File: src/rtl/cond_issue_ctrl.sv
// rtl/cond_issue_ctrl.sv - NZCV holder, ARM condition evaluation and flag-hazard issue stall.
// Optional feature macro: COND_FLAG_BYPASS_EN (forward flag_in to the instruction issued with flag_we).
module cond_issue_ctrl #(
  parameter int MUL_LAT = 3
) (
  input  logic       clk,
  input  logic       rst_n,
  input  logic       in_valid,
  output logic       in_ready,
  input  logic [3:0] in_cond,
  input  logic       in_set_flags,
  input  logic       in_multi,
  input  logic       flag_we,
  input  logic [3:0] flag_in,
  output logic       ex_valid,
  output logic       ex_exec,
  output logic [3:0] nzcv,
  output logic       flags_busy,
  output logic       err
);

  typedef enum logic {IDLE, PEND} state_t;

  localparam logic [3:0] LAT_MULTI = 4'(MUL_LAT);

  state_t     state, state_n;
  logic [3:0] cnt, cnt_n;
  logic [3:0] nzcv_n;
  logic       err_n;
  logic [3:0] f_eff;
  logic       pass;
  logic       issue;
  logic       setter;

  always_ff @(posedge clk or negedge rst_n) begin
    if (!rst_n) begin
      state    <= IDLE;
      cnt      <= 4'd0;
      nzcv     <= 4'd0;
      err      <= 1'b0;
      ex_valid <= 1'b0;
      ex_exec  <= 1'b0;
    end else begin
      state    <= state_n;
      cnt      <= cnt_n;
      nzcv     <= nzcv_n;
      err      <= err_n;
      ex_valid <= issue;
      ex_exec  <= issue & pass;
    end
  end

  always_comb begin
    in_ready = 1'b0;
    if (rst_n) begin
      if (state == IDLE) begin
        in_ready = 1'b1;
      end else begin
`ifdef COND_FLAG_BYPASS_EN
        in_ready = flag_we;
`else
        in_ready = 1'b0;
`endif
      end
    end
  end

  // Flags seen by the instruction being issued this cycle.
  always_comb begin
    f_eff = nzcv;
`ifdef COND_FLAG_BYPASS_EN
    if (state == PEND && flag_we) f_eff = flag_in;
`endif
  end

  always_comb begin
    pass = 1'b0;
    case (in_cond)
      4'd0:  pass = f_eff[2];
      4'd1:  pass = !f_eff[2];
      4'd2:  pass = f_eff[1];
      4'd3:  pass = !f_eff[1];
      4'd4:  pass = f_eff[3];
      4'd5:  pass = !f_eff[3];
      4'd6:  pass = f_eff[0];
      4'd7:  pass = !f_eff[0];
      4'd8:  pass = f_eff[1] && !f_eff[2];
      4'd9:  pass = !f_eff[1] || f_eff[2];
      4'd10: pass = (f_eff[3] == f_eff[0]);
      4'd11: pass = (f_eff[3] != f_eff[0]);
      4'd12: pass = !f_eff[2] && (f_eff[3] == f_eff[0]);
      4'd13: pass = f_eff[2] || (f_eff[3] != f_eff[0]);
      default: pass = 1'b1;
    endcase
  end

  assign issue  = in_valid & in_ready;
  assign setter = issue & in_set_flags & pass;

  always_comb begin
    state_n = state;
    cnt_n   = cnt;
    nzcv_n  = nzcv;
    err_n   = err;
    case (state)
      IDLE: begin
        if (flag_we) begin
          nzcv_n = flag_in;
          err_n  = 1'b1;
        end
        if (setter) begin
          state_n = PEND;
          cnt_n   = in_multi ? LAT_MULTI : 4'd1;
        end
      end
      PEND: begin
        if (flag_we) begin
          nzcv_n = flag_in;
          if (setter) begin
            state_n = PEND;
            cnt_n   = in_multi ? LAT_MULTI : 4'd1;
          end else begin
            state_n = IDLE;
            cnt_n   = 4'd0;
          end
        end else if (cnt == 4'd1) begin
          // Write-back never arrived: give up waiting and flag the protocol breach.
          state_n = IDLE;
          cnt_n   = 4'd0;
          err_n   = 1'b1;
        end else begin
          cnt_n = cnt - 4'd1;
        end
      end
      default: begin
        state_n = IDLE;
        cnt_n   = 4'd0;
      end
    endcase
  end

  assign flags_busy = (state == PEND);

endmodule

File: config.mk
export PLATFORM = sky130hd
export DESIGN_NAME = cond_issue_ctrl
export DESIGN_NICKNAME = d
export VERILOG_FILES = /design/src/rtl/cond_issue_ctrl.sv
export SDC_FILE = /design/constraint.sdc
export NUM_CORES = 1
export LEC_CHECK = 0
export CAP_MARGIN = 20
export CORE_ASPECT_RATIO = 1.25
export CORE_MARGIN = 4
export CORE_UTILIZATION = 35
export CTS_CLUSTER_SIZE = 30
export DETAILED_ROUTE_END_ITERATION = 6
export GPL_TIMING_DRIVEN = 0
export PLACE_DENSITY = 0.7
export SLEW_MARGIN = 20
export SYNTH_ARGS = -nofsm -noshare
export SYNTH_HDL_FRONTEND = slang
export SYNTH_SLANG_ARGS = --single-unit
File: constraint.sdc
create_clock -name clk -period 2.4 [get_ports clk]
set_input_delay 0.48 -clock clk [delete_from_list [all_inputs] [get_ports clk]]
set_output_delay 0.48 -clock clk [all_outputs]
set_load 0.005 [all_outputs]
After elaboration in Yosys (flattened, before gate mapping):

Index checks and enable logic that the tools add are counted.

* add/subtract/negate cells: 1
* eq/ne operators: 20
* mux-type cells: 18
* bitwise logic cells: 5
* reduce and logical (&&, ||, !) cells: 10

Operators with widths (count)
* equality test 4 bit, second input constant: 6
* equality test 4 x 3 -> 1 bit, second input constant: 4
* two-way mux 4 bit: 4
* one-hot mux 1 bit (14 select lines): 1
* equality test 4 x 1 -> 1 bit, second input constant: 2
* equality test 4 x 2 -> 1 bit, second input constant: 2
* two-way mux 1 bit: 8
* one-hot mux 4 bit (2 select lines): 1
* inequality test 2 bit, second input constant: 3
* bitwise AND 1 bit: 4
* logical NOT 1 bit: 4
* logical NOT 4 bit: 1
* two-way mux 2 bit: 2
* one-hot mux 1 bit (2 select lines): 2
* subtractor 4 x 1 -> 4 bit, second input constant: 1
* AND reduction 3 bit: 1
* logical AND 1 bit: 2
* logical OR 1 bit: 2
* inequality test 2 x 1 -> 1 bit, second input constant: 1
* equality test 1 bit: 1
* inequality test 1 bit: 1
* inverter 1 bit: 1

* bits in registers: 12
* input bits: 14
* output and inout port bits: 9
* word-level logic and storage cells: 60

Logic depth before layout (Yosys ltp):

Gate-level depths: netlist of the first run.

* depth after elaboration: 8
* mapped depth: 6
* gate-level depth less buffers: 5

Worst setup path after synthesis of the first run:

Ideal clock, no wire load.

* path type: input-to-reg
* start point: input in_cond[0]
* end point: register cnt[0]
* setup time: 0.124 ns
* data arrival time: 1.812 ns
* data required time: 2.276 ns
* setup slack: 0.464 ns
* cell stages on the path: 6
* buffers on the path: 1
* path through: buf_2 > a211oi_1 > a32o_1 > o311a_1 > o31a_1 > o31a_1

* longest elaborated chain between the ends: 6
* elaborated cells between the ends (all ways): 20
* those cells by class: eq/ne (14); mux (4); bitwise (1); reduce/logical (1)

Ends and longest elaborated chain
* from (decl): line 10 `input logic [3:0] in_cond,`
* equality test 4 bit, or another cell as far along: line 78 `case (in_cond)`
* one-hot mux 1 bit (14 select lines) *: line 78
* bitwise AND 1 bit *: line 98 `assign setter = issue & in_set_flags & pass;`
* two-way mux 2 bit: line 119 `if (setter) begin`
* two-way mux 4 bit: line 117 `if (flag_we) begin`
* one-hot mux 4 bit (2 select lines): line 105 `case (state)`
* to (signal assigned): line 45 `cnt <= cnt_n;`
* to (decl): line 27 `logic [3:0] cnt, cnt_n;`

Mark *: on every way between the ends. The rest lies on a longest branch, timed or not.
A chain may end at the register's enable or synchronous reset.

Worst setup path after layout of the first run:

Ends and elaborated chain as after synthesis.

==> results.toml, run 1 <==
[layout]
nets = 117
drive_gt1_share_pct = 14.00
n_fill_cell = 192
final_cell_area_sq_um = 1015
area_growth_pct = 39.35
fin_cells = 120
diodes = 0

[synth]
mappedNetlistArea_sq_um = 728.2
yosys_warnings = 0
synth.distinct_cells = 34
syn_nets = 90
ys_seq_area_share_pct = 41.24
synth_seq_cells = 12
syn-instance-count = 74
syn-mean-instance-area_sq_um = 9.841

[global_routing]
overflow = 0
grt_antenna_before_repair = 0
grt_pass1_vias = 709
grt_use_total_pct = 12.27
grt_max_degree = 14
grt_pass1_wl_um = 2863

[die]
die_w_um = 48.80
pin_count = 23
initial_core_util_pct = 36.74
core_sq_um = 1982
rows = 18
dieArea_sq_um = 2879
die_y_um = 59.00

[sta]
hold_violations = 0
drv_slew = 0
setup_viol = 0
rsz0062_at_grt = "false"
slew_headroom_pct = 63.79
layout_min_cycle_time_ns = 2.262
tightestPinTransition_ns = 0.5432
setup_ws_ns = 0.1378
timing.final.crit_share_pct = 94.26
skew_ns = 0.005269
fmax_ghz = 0.4420

[cts]
ctsHoldBuffers = 0
cts.sinks = 12
insertion_delay_ns = 0.27
cts_max_level = 1
clk_pin_slew_ns = 0.08
cts_tree = "done"
cts_root_buf = "clkbuf_4"
ctsLongestPathBuffers = 2
numCtsBuffers = 3

[routing]
drt_first_pass_iters = 4
vias = 665
wl_per_cell_um = 13.73
vias_per_cell = 5.542
drtAntennaViolNets = 0
drtIter0Drc = 3
drc_errors = 0
drt_wl_total_um = 1647

[critical_path]
crit_arrival_ns = 2.42
critPathLaunchType = "input pin"
r2r_start = "nzcv[0]"
crit_start = "in_cond[0]"
crit_fanout = 10
setup.worst_path.class = "in -> reg"
cp.required_ns = 2.56
endpoint_kind = "flip-flop"

[placement]
gp_congestion = 0.8157
place_area_sq_um = 973.4
dp_hpwl_um = 1252
io_buffers = 22
placed_cells = 116
dpl_worst_slack_ns = -0.2020

[power]
leakagePower_nw = 0.4336
internal-power_mw = 0.4581
seqPwrFrac_pct = 43.8
switching_share_pct = 31.85
p_per_area_nw_per_um2 = 662.5
power_switching_mw = 0.2142
peakVddDrop_uv = 405.5
p_clk_share_pct = 23.8
p_total_mw = 0.6723
comb_power_share_pct = 32.4

[hold_path]
hold_class = "in -> async"

[outcome]
status = "finished clean"

[flow_run]
cap_violations = 0
==> critical path: stages <==
cell and delay [ns]:
clkdlybuf4s50_1 0.48, clkbuf_4 0.20, a211oi_1 0.06, a32o_1 0.21, o311a_1 0.38, o31a_1 0.37, o31a_1 0.25
==> kinds of logic (layout without fill, tap and decap cells) <==
logic type | count (synthesis) | after routing | synth area share, %
compound gates | 22 | 22 | 21.65
xor+xnor | 3 | 3 | 3.609
fa+ha+maj | 2 | 2 | 3.436
buf+inv | 5 | 31 | 2.748
flops | 12 | 12 | 41.24
mux | 5 | 5 | 7.560
simple gates | 25 | 25 | 19.76
==> synthesized netlist by cell type <==
library cell | instances | area, sq um
nor2_1 | 2 | 7.510
a21oi_1 | 3 | 15.01
ha_1 | 2 | 25.02
mux2i_1 | 1 | 10.01
a22oi_1 | 1 | 7.510
a21o_2 | 1 | 8.760
nor3b_1 | 2 | 15.01
nand4b_1 | 1 | 8.760
a32o_1 | 1 | 10.01
and3_1 | 1 | 6.260
nor4b_1 | 1 | 8.760
o31a_2 | 1 | 10.01
o311a_1 | 1 | 10.01
o21ai_0 | 6 | 30.03
mux2_2 | 4 | 45.04
buf_2 | 1 | 5.000
o31ai_1 | 1 | 7.510
o31a_1 | 2 | 17.52
xor2_1 | 3 | 26.28
o211ai_1 | 1 | 7.510
or2_1 | 1 | 6.260
nor3_1 | 1 | 5.000
a211oi_1 | 1 | 7.510
inv_1 | 4 | 15.01
nor2b_1 | 3 | 18.77
and2_4 | 1 | 8.760
dfrtp_1 | 12 | 300.3
and2_1 | 1 | 6.260
o311ai_0 | 2 | 17.52
nand2_1 | 7 | 26.28
a32oi_1 | 1 | 8.760
and3_2 | 1 | 7.510
or2_2 | 1 | 6.260
nand2b_1 | 2 | 12.51
==> placed cells by master (no fill, tap or decap), types with 2 or more instances in the layout <==
cell type / Yosys / routed
nor3b_1: 2 / 2
clkbuf_4: 0 / 4
nor2b_1: 3 / 3
a21oi_1: 3 / 3
inv_1: 4 / 4
nand2_1: 7 / 7
o21ai_0: 6 / 6
nor2_1: 2 / 2
o311ai_1: 0 / 2
clkdlybuf4s50_1: 0 / 20
xor2_1: 3 / 3
mux2_2: 4 / 4
dfrtp_1: 12 / 12
o31a_1: 2 / 2
nand2b_1: 2 / 2
ha_1: 2 / 2
==> sequential cells by signal, summed over array words and instances (netlist names) <==
register	count
cnt	4
nzcv	4
err	1
ex_exec	1
ex_valid	1
flags_busy	1
==> path summary, 6_finish.rpt <==
kind | end | slack [ns] | cells after the start
max in group asynchronous | cnt[1] | 1.78 | 1
min in group clk | err | 0.48 | 2
min | cnt[3] | 0.26 | 1
max | cnt[0] | 0.14 | 7
min reg2reg | err | 0.48 | 2
max reg2reg | cnt[0] | 0.37 | 5
==> per-stage QoR <==
stage | TNS, ns | hold WS [ns] | util (%)
CTS | 0 | 0.3084 | 50.88
detailed placement | -0.7830 | 0.4678 | 49.12
floorplan | 0 | 0.1844 | -
finish | 0 | 0.2564 | 51.20
global route | 0 | 0.2991 | 51.20
global placement | -0.8393 | 0.4701 | 49.12
==> final cells by class <==
type                       instances  area (sq um)  area share [%]
inverter                           4         15.01           1.480
multi-input combinational         57         407.9           40.20
timing repair buffer              22         222.7           21.95
buffer                             1         7.507          0.7398
sequential                        12         300.3           29.59
clock buffer                       4         36.28           3.576
tap                               20         25.02           2.466
==> power by group through the flow <==
| stage | Clock (mW) | Combinational (mW) | Sequential (mW) |
|---|---|---|---|
| after floorplan | 0 | 0.137 | 0.287 |
| after global routing | 0.169 | 0.254 | 0.303 |
| after global placement | 0 | 0.211 | 0.296 |
| after CTS | 0.166 | 0.220 | 0.294 |
| after detailed placement | 0 | 0.218 | 0.296 |
| final | 0.160 | 0.218 | 0.294 |
==> routing by layer <==
| layer | routed length [um] | global-route usage, % | up-vias |
|---|---|---|---|
| met5 | 0 | 0 | - |
| met3 | 105 | 3.023 | 5 |
| met1 | 725 | 13.56 | 310 |
| met4 | 29 | 5.385 | 0 |
| li1 | - | - | 328 |
| met2 | 787 | 22.20 | 22 |
==> what timing repair did <==
item / CTS / global route
setup endpoints to repair: 1 / 3
endpoints found under the hold margin: 0 / 0
resized for setup: 1 / 5
setup buffers: 0 / 0
Power figures use the tool's default switching activity.
==> run 2: changes to the inputs <==
Settings changed: GPL_ROUTABILITY_DRIVEN from default to 0.
==> results of run 2 <==
Final layout, timing and power as in run 1 (identical DEF).
==> run 3: changes to the inputs <==
Settings changed: CAP_MARGIN 20 to 5, CORE_ASPECT_RATIO 1.25 to 0.8.
==> run 3 against run 2 <==
  * Die area about the same
  * Non-clock buffer count unchanged
  * Sequential power about the same
  * Worst hold slack better by 0.011 ns
  * Largest cell class unchanged
  * Worst setup slack worse by 0.053 ns
  * Highest routed layer unchanged
  * Clock-buffer cell count unchanged
  * Cell area up 0.25%
  * Critical path depth down 4
  * Power about the same
  * Global-route usage up 0.29 points
==> results.toml, run 3 (synthesized netlist as in run 1, its figures left out) <==
[outcome]
status = "finished clean"

[layout]
diodes = 0
n_fill_cell = 181
layout_commonest_cell = "clkdlybuf4s50_1"
final_cell_area_sq_um = 1017
drive_gt1_share_pct = 14.00
layout_common_cells = "20 x clkdlybuf4s50_1, 12 x dfrtp_1, 7 x nand2_1, 6 x o21ai_0"
ff_latch_area_sq_um = 300.3
finish.utilization_pct = 52.79
fin_cells = 124
area_growth_pct = 39.69
top_regs = "cnt: 4 flops, nzcv: 4 flops"
multi_input_area_sq_um = 407.9
nets = 117

[critical_path]
crit_fanout = 13
cp.required_ns = 1.92
ff2ff_setup_slack_ns = 0.36
endpoint_kind = "primary output"
setup.worst_path.class = "in -> out"
crit_arrival_ns = 1.83
critPathLaunchType = "input pin"

[power]
p_total_mw = 0.6728
leakagePower_nw = 0.4330
p_per_area_nw_per_um2 = 661.4
peakVddDrop_uv = 387.1

[routing]
wl_per_cell_um = 13.69
drt_first_pass_iters = 4
drt_wl_total_um = 1697
drtIter0Drc = 33
vias_per_cell = 5.395
vias = 669
drtAntennaViolNets = 0
drc_errors = 0

[cts]
cts_max_level = 1
ctsLongestPathBuffers = 2
post_cts_buffers = 0
ctsHoldBuffers = 0
cts_resized = 1
numCtsBuffers = 3
insertion_delay_ns = 0.27
cts_root_buf = "clkbuf_4"
clk_pin_slew_ns = 0.07
cts_tree = "done"
cts.sinks = 12

[sta]
setup_ws_ns = 0.08525
timing.final.crit_share_pct = 96.45
layout_min_cycle_time_ns = 2.315
drv_slew = 0
tightestPinTransition_ns = 0.5521
hold_violations = 0
setup_viol = 0
fmax_ghz = 0.4320
rsz0062_at_grt = "false"
skew_ns = 0.003048
slew_headroom_pct = 63.19

[global_routing]
overflow = 0
grt_pass1_wl_um = 2829
grt_max_degree = 14
grt_use_total_pct = 12.57
grt_antenna_before_repair = 0
grt_pass1_vias = 650

[die]
rows = 14
dieArea_sq_um = 2879
core_sq_um = 1927
die_w_um = 59.00
die_y_um = 48.80
initial_core_util_pct = 37.79
pin_count = 23

[placement]
place_area_sq_um = 978.4
io_buffers = 22
dp_hpwl_um = 1328
dpl_worst_slack_ns = -0.2189
placed_cells = 120

[flow_run]
cap_violations = 0

[hold_path]
hold_class = "in -> async"
-- run 3: worst paths after layout --
kind | to | startpoint | cells after the start
setup / recovery | in_ready | rst_n | 3
hold / removal | cnt[0] | rst_n | 1
setup reg to reg | cnt[0] | nzcv[0] | 5
hold reg to reg | err | err | 2
max in group asynchronous | cnt[1] | rst_n | 1
min in group clk | err | err | 2
-- run 3: cell type report --
type | count | share of cell area [%]
Buffer | 1 | 0.4920
Clock buffer | 4 | 3.567
Sequential cell | 12 | 29.52
Inverter | 4 | 1.476
Tap cell | 24 | 2.952
Timing Repair Buffer | 22 | 21.89
Multi-Input combinational cell | 57 | 40.10
-- run 3: metal layers --
layer  part of all wire (%)  vias to the layer above  GRT usage [%]  wire [um]
met2                     47                       20          18.93        799
met5                      0                        -              0          0
met3                    4.9                        2          3.704         83
met4                    1.4                        0          6.415         23
met1                     47                      319          16.07        791
li1                       -                      328              -          -
-- run 3: stage by stage --
step / hold WS (ns) / setup TNS (ns)
2_1_floorplan: 0.1844 / 0
3_3_place_gp: 0.4757 / -0.7910
3_5_place_dp: 0.4782 / -0.9662
4_1_cts: 0.3086 / 0
5_1_grt: 0.2845 / 0
6_report: 0.2676 / 0
-- run 3: where the power goes --
part / internal (mW) / switching, mW / leakage (nW)
combinational: 0.121 / 0.0986 / 0.265
sequential: 0.244 / 0.0530 / 0.147
clock: 0.0921 / 0.0637 / 0.0210
total: 0.458 / 0.215 / 0.433
-- run 3: critical path, stage by stage --
cell and delay, ns:
clkdlybuf4s15_1 0.52, nor2b_1 0.28, clkdlybuf4s50_1 0.55
